File: src/rtl/onehot_encoder_pipe.sv
// onehot_encoder_pipe: two-stage pipelined priority encoder (highest set bit wins).
// Converts a WIDTH-bit vector to the binary index of its most significant set bit.
// It can also serve as a leading-one detector for posit regime/fraction normalisation.
//
// Ports:
//   clk        rising-edge clock
//   rst        synchronous active-high reset
//   in_valid   in_data is valid this cycle
//   in_ready   block accepts in_data this cycle (comb from out_ready only)
//   in_data    vector to encode
//   out_valid  out_index/out_zero(/out_multi) are valid
//   out_ready  consumer accepts the result this cycle
//   out_index  position of the highest set bit
//   out_zero   accepted vector was all zeros
//   out_multi  more than one bit set (only when ONEHOT_CHECK_EN is defined)
//
// Build option: define ONEHOT_CHECK_EN to add the out_multi port and its logic.

module onehot_encoder_pipe #(
    parameter int unsigned WIDTH = 16,
    localparam int unsigned IDX_W = $clog2(WIDTH)
) (
    input  logic             clk,
    input  logic             rst,
    input  logic             in_valid,
    output logic             in_ready,
    input  logic [WIDTH-1:0] in_data,
    output logic             out_valid,
    input  logic             out_ready,
    output logic [IDX_W-1:0] out_index,
`ifdef ONEHOT_CHECK_EN
    output logic             out_multi,
`endif
    output logic             out_zero
);

    // G nibbles; GW bits select a nibble (kept at least 1 bit wide for WIDTH=4)
    localparam int unsigned G  = WIDTH / 4;
    localparam int unsigned GW = (G > 1) ? $clog2(G) : 1;

    // Stage 1 state
    logic               s1_valid;
    logic [G-1:0]       s1_flag;
    logic [G-1:0][1:0]  s1_lidx;

    // Per-nibble combinational summary of in_data
    logic [G-1:0]       flag_c;
    logic [G-1:0][1:0]  lidx_c;

    // Stage 2 combinational selection from S1
    logic [GW-1:0]      sel_c;
    logic [1:0]         lsel_c;
    logic               any_c;
    logic [IDX_W-1:0]   index_c;

`ifdef ONEHOT_CHECK_EN
    logic [G-1:0]       s1_multi;
    logic [G-1:0]       multi_nib_c;
    logic               multi_c;
    logic               seen_c;
`endif

    // Handshake control
    logic s2_free_c;
    logic s1_load_c;
    logic s2_load_c;

    assign s2_free_c = !out_valid || out_ready;
    assign in_ready  = !s1_valid || s2_free_c;
    assign s1_load_c = in_valid && in_ready;
    assign s2_load_c = s1_valid && s2_free_c;

    // Per-nibble any-bit flag and local index of its highest set bit
    for (genvar g = 0; g < int'(G); g++) begin : g_nib
        logic [3:0] nib;
        assign nib       = in_data[4*g +: 4];
        assign flag_c[g] = |nib;
        assign lidx_c[g] = nib[3] ? 2'd3 :
                           nib[2] ? 2'd2 :
                           nib[1] ? 2'd1 : 2'd0;
`ifdef ONEHOT_CHECK_EN
        // Two or more bits set within this nibble
        assign multi_nib_c[g] = (nib[3] & (|nib[2:0])) |
                                (nib[2] & (|nib[1:0])) |
                                (nib[1] & nib[0]);
`endif
    end

    // Pick the highest flagged nibble; ascending scan lets the last hit win
    always_comb begin
        sel_c  = '0;
        lsel_c = 2'd0;
        any_c  = 1'b0;
        for (int unsigned g = 0; g < G; g++) begin
            if (s1_flag[g]) begin
                sel_c  = GW'(g);
                lsel_c = s1_lidx[g];
                any_c  = 1'b1;
            end
        end
        index_c = IDX_W'({sel_c, lsel_c});
    end

`ifdef ONEHOT_CHECK_EN
    // Multi-bit: any nibble holds several bits, or a second nibble is flagged
    always_comb begin
        multi_c = 1'b0;
        seen_c  = 1'b0;
        for (int unsigned g = 0; g < G; g++) begin
            multi_c = multi_c | s1_multi[g] | (s1_flag[g] & seen_c);
            seen_c  = seen_c | s1_flag[g];
        end
    end
`endif

    // Pipeline registers
    always_ff @(posedge clk) begin
        if (rst) begin
            s1_valid  <= 1'b0;
            s1_flag   <= '0;
            s1_lidx   <= '0;
            out_valid <= 1'b0;
            out_index <= '0;
            out_zero  <= 1'b0;
`ifdef ONEHOT_CHECK_EN
            s1_multi  <= '0;
            out_multi <= 1'b0;
`endif
        end else begin
            if (s1_load_c) begin
                s1_flag  <= flag_c;
                s1_lidx  <= lidx_c;
`ifdef ONEHOT_CHECK_EN
                s1_multi <= multi_nib_c;
`endif
            end

            // S1 stays full when it is refilled in the same cycle it drains
            if (s1_load_c) begin
                s1_valid <= 1'b1;
            end else if (s2_load_c) begin
                s1_valid <= 1'b0;
            end

            if (s2_load_c) begin
                out_index <= index_c;
                out_zero  <= !any_c;
`ifdef ONEHOT_CHECK_EN
                out_multi <= multi_c;
`endif
            end

            if (s2_free_c) begin
                out_valid <= s1_valid;
            end
        end
    end

endmodule

File: config.mk
export PLATFORM = sky130hd
export DESIGN_NAME = onehot_encoder_pipe
export DESIGN_NICKNAME = d
export VERILOG_FILES = /design/src/rtl/onehot_encoder_pipe.sv
export SDC_FILE = /design/constraint.sdc
export NUM_CORES = 1
export LEC_CHECK = 0
export ABC_AREA = 0
export CAP_MARGIN = 0
export CORE_ASPECT_RATIO = 0.9
export CORE_UTILIZATION = 37
export CTS_BUF_LIST = sky130_fd_sc_hd__clkbuf_4 sky130_fd_sc_hd__clkbuf_8 sky130_fd_sc_hd__clkbuf_16
export CTS_CLUSTER_DIAMETER = 100
export DETAILED_ROUTE_END_ITERATION = 8
export PLACE_DENSITY = 0.73
export SLEW_MARGIN = 20
export SYNTH_ARGS = -nofsm -noshare
export SYNTH_HDL_FRONTEND = slang
export SYNTH_SLANG_ARGS = --single-unit
File: constraint.sdc
create_clock -name clk -period 1.9 [get_ports clk]
set_clock_uncertainty 0.1 [all_clocks]
set_input_delay 0.38 -clock clk [delete_from_list [all_inputs] [get_ports clk]]
set_output_delay 0.38 -clock clk [all_outputs]
set_load 0.005 [all_outputs]
# Yosys cells after proc, flatten, opt, wreduce, memory -nomap -nowiden
# Index checks and enable logic that the tools add are counted.
[word_totals]
output_inout_bits = 7
regBits = 19
input_bits = 20
elab_cells = 46
[classes]
reduce_logical = 12
muxes = 25
[op_table]
columns = ["cell", "n"]
rows = [
  ["$mux 2", 14],
  ["$reduce_or 4->1", 4],
  ["$mux 1", 11],
  ["$logic_not 1->1", 3],
  ["$logic_and 1x1->1", 2],
  ["$logic_or 1x1->1", 2],
  ["$reduce_bool 2->1", 1],
]

# Logic depth before layout (Yosys ltp)
[depth]
word_depth = 5
mapped_depth = 5
ltp_nobuf = 3

# Worst setup path before layout
# OpenSTA, ideal clock, no wires.
[synth_timing]
path_type = "input to register"
start = "input out_ready"
end = "register out_index[0]"
setup_ns = 0.091
path_slack_ns = 0.675
required_ns = 1.709
arrival_ns = 1.034
stages = 4
n_path_buf = 1
cell_sequence = "nand2b_1 clkbuf_1 and2_1 a311oi_1"
[synth_between]
elab_chain_len = 2
[synth_rtl]
columns = ["item", "line_no", "rtl"]
rows = [
  ["start, declared", "29", "input logic out_ready,"],
  ["$logic_or 1x1->1", "68", "assign s2_free_c = !out_valid || out_ready;"],
  ["$logic_and 1x1->1", "71", "assign s2_load_c = s1_valid && s2_free_c;"],
  ["end signal, assigned", "146", "out_index <= index_c;"],
  ["end, declared", "30", "output logic [IDX_W-1:0] out_index,"],
]
# Every way passes these cells.
# A chain may end at the register's enable or synchronous reset.

# Final worst setup path
[layout_timing]
start = "input out_ready"
end = "output in_ready"
[layout_between]
elab_chain_len = 2
[layout_rtl]
columns = ["item", "line_no", "rtl"]
rows = [
  ["$logic_or 1x1->1", "68", ""],
  ["$logic_or 1x1->1", "69", "assign in_ready = !s1_valid || s2_free_c;"],
  ["end, declared", "26", "output logic in_ready,"],
]
# Every way passes these cells.

==> key figures <==
Run status
  • Outcome: completed

Clocking
  • Root Buffer: clkbuf_4
  • Clk sink count: 19
  • # H-tree levels: 1
  • Clock Path Buffers: 2
  • Post-CTS Repair Setup Buffers: 0
  • CTS hold repair buffers: 0
  • Reg clk slew, reported paths: about 0.090 ns
  • CTS tree: yes
  • Skew-Pair Late Insertion Delay: roughly 0.3 ns
  • TritonCTS Buffers: 3

Worst setup path
  • Crit-path cells: clkdlybuf4s50_1 > nand3b_4 > dlygate4sd2_1
  • CP Launch Type: input pin
  • Worst setup EP type: output port
  • Crit-path slowest cell: clkdlybuf4s50_1
  • Register-to-register setup slack: around 0.54 ns
  • Crit path from: out_ready
  • Reg2reg start: out_valid
  • Crit Path Class: input pin to output port
  • Max stage delay on crit path: ~0.41 ns
  • R2R depth: 4
  • Worst Path Max Fanout: 2
  • Data required time of the worst path: 1.42 ns
  • Critical Path AT: roughly 1.2 ns

GRT
  • GR Util met3: ~6.5%
  • Met1 Use GR: 20.0%
  • Vias in the first global route: a little under 800
  • Largest net degree at the start of global routing: 20
  • First-pass GRT wire length: between 3000 and 4000 um
  • GR Overflow Total: 0
  • Global routing's busiest layer: met2
  • Total GRT Usage: between 10% and 20%
  • Initial antenna violation count: 0
  • Routing usage on met2: a little over a quarter

Placed design
  • Post-DP HPWL: around 1400 um
  • Port Buffers: 26
  • Placed cells: roughly 150
  • GPL Wtd Cong: 0.760

Floorplan
  • Die ar.: 2740 um^2
  • Die W: 55.1 um
  • Initial Util: between 40% and 50%
  • Cell Rows: 16
  • I/O Pins: 27
  • Die Ht: around 50 um
  • Core Region: about 2300 um^2

Run
  • Max Cap Violations: 0

STA
  • Worst slew margin: between 70% and 80%
  • Fmax: between 500 and 600 MHz
  • RSZ-0062 raised after global routing: no
  • Tcrit/Tclk final: around nine tenths
  • Setup TNS: 0 ns
  • # setup viols final: 0
  • Worst hold margin: ~0.43 ns
  • Final Critical Period: about 1.7 ns
  • Final Max Slew Viols: 0
  • Final Hold Viols: 0
  • Slew @ Worst Pin: between 0.3 and 0.4 ns

Synth
  • Most common cell in the synthesized netlist: a21oi_1
  • Post-Synthesis Cells: 100
  • Count of cell types in the netlist: 24
  • Synthesized area per cell: roughly 9.4 um^2
  • Synthesis-stage register bit count: 19
  • Top post-synthesis cells by count: a21oi_1, dfxtp_1, nor2_1
  • Ys async rst share: 0%
  • Net Count, Synth: between 100 and 150
  • Top cells by area, synth: dfxtp_1, a21oi_1, a211oi_2
  • Post-Syn Area: 937 um^2
  • Share of the synthesized area in the top cell type: about two fifths
  • Synth warn: 0
  • Number of synthesized flops with an enable pin: 0
  • Cell taking the most area after synthesis: dfxtp_1
  • Main flop type after synthesis: dfxtp_1
  • Fraction of the yosys area taken by sequential cells: roughly 41%

Routing
  • Routed WL per cell: ~13 um
  • Total number of vias: 830
  • Final ANT Viol Nets: 0
  • # DRC: 0
  • Initial DRC count: 16
  • Post-Route WL: just under 2000 um
  • First-pass DRT Iterations: 4
  • Vias per inst: ~5.5

Hold path
  • Hold WC Path Type: register to register
  • Worst hold path depth: 2
  • Hold_sp: out_index[3]

Finish
  • Layout cell share with drive strength beyond 1: about 18%
  • # nets final: between 100 and 150
  • Filler cells: around 230
  • Util after Layout: a little over half
  • Syn-to-layout area delta: 31.5%
  • Non-Filler Instances: 152
  • Antenna Cells: 0

Power and ir drop
  • Power per standard cell area: ~680 nW/um^2
  • Worst vdd ir: a little over 0.0004 V
  • Post-layout power: approximately 0.00083 W
  • LEAKAGE: around 0.46 nW
final cells by class:
class	count	area (um^2)	area share [%]
clock buffers	4	30.0	2.44
inverters	7	26.3	2.13
multi-input cells	65	473	38.4
flip-flops and latches	19	380	30.9
well taps	27	33.8	2.74
repair buffers	30	289	23.5
critical path, delay by kind of cell:
kind	cells	cell delay, ns
buffers and inverters	2	0.68
and+or+nand+nor	1	0.17
per-layer routing:
metal  vias up  part of all wire, %
met5         -                    0
met4         0                 0.51
met3         2                  5.0
met2        20                   47
met1       390                   48
li1        418                    -
registers in the layout, summed over array words and instances, names as in the netlist:
register / cells
out_index: 4
out_valid: 1
out_zero: 1
s1_flag: 4
s1_lidx: 8
s1_valid: 1
cell usage in the layout (no fill, tap or decap), types with 2 or more instances in the layout:
cell type / count
a211oi_1: 2
inv_1: 7
a22oi_1: 2
a211oi_2: 8
clkbuf_4: 4
nor2_1: 9
buf_4: 4
a21o_1: 2
nand3b_1: 2
dfxtp_1: 19
a21oi_1: 24
a311oi_1: 4
nand2_1: 2
clkdlybuf4s50_1: 25
a311oi_2: 2
power breakdown:
group	switching (W)	internal [W]	leakage [nW]
clock	0.000118	0.0000961	0.0184
combinational	0.0000683	0.0000960	0.288
sequential	0.0000279	0.000428	0.158
path summary, 6_finish.rpt:
path / to
hold / removal: out_index[3]
hold reg to reg: out_index[3]
setup reg to reg: s1_flag[1]
setup / recovery: in_ready
kinds of logic (layout without fill, tap and decap cells):
logic type             after synthesis  count (layout)  share of synthesized area (%)
buffers and inverters               16              41                           8.95
AOI/OAI and AO/OA                   45              45                           36.3
and+or+nand+nor                     20              20                           14.2
DFF                                 19              19                           40.6
per-stage QoR:
| step | worst slack, ns | instance area, um^2 |
|---|---|---|
| 6_report | 0.186 | 1230 |
| 5_1_grt | 0.128 | 1230 |
| 4_1_cts | 0.175 | 1230 |
| 3_5_place_dp | -0.0726 | 1200 |
| 3_3_place_gp | -0.0792 | 1200 |
| 2_1_floorplan | 0.675 | 937 |
repair_timing:
action                                  4_1_cts  5_1_grt
endpoints found under the setup margin        1        0
hold endpoints to repair                      0        0
gates resized for setup                       1        0
No activity file was read; power rests on OpenSTA's default activity.
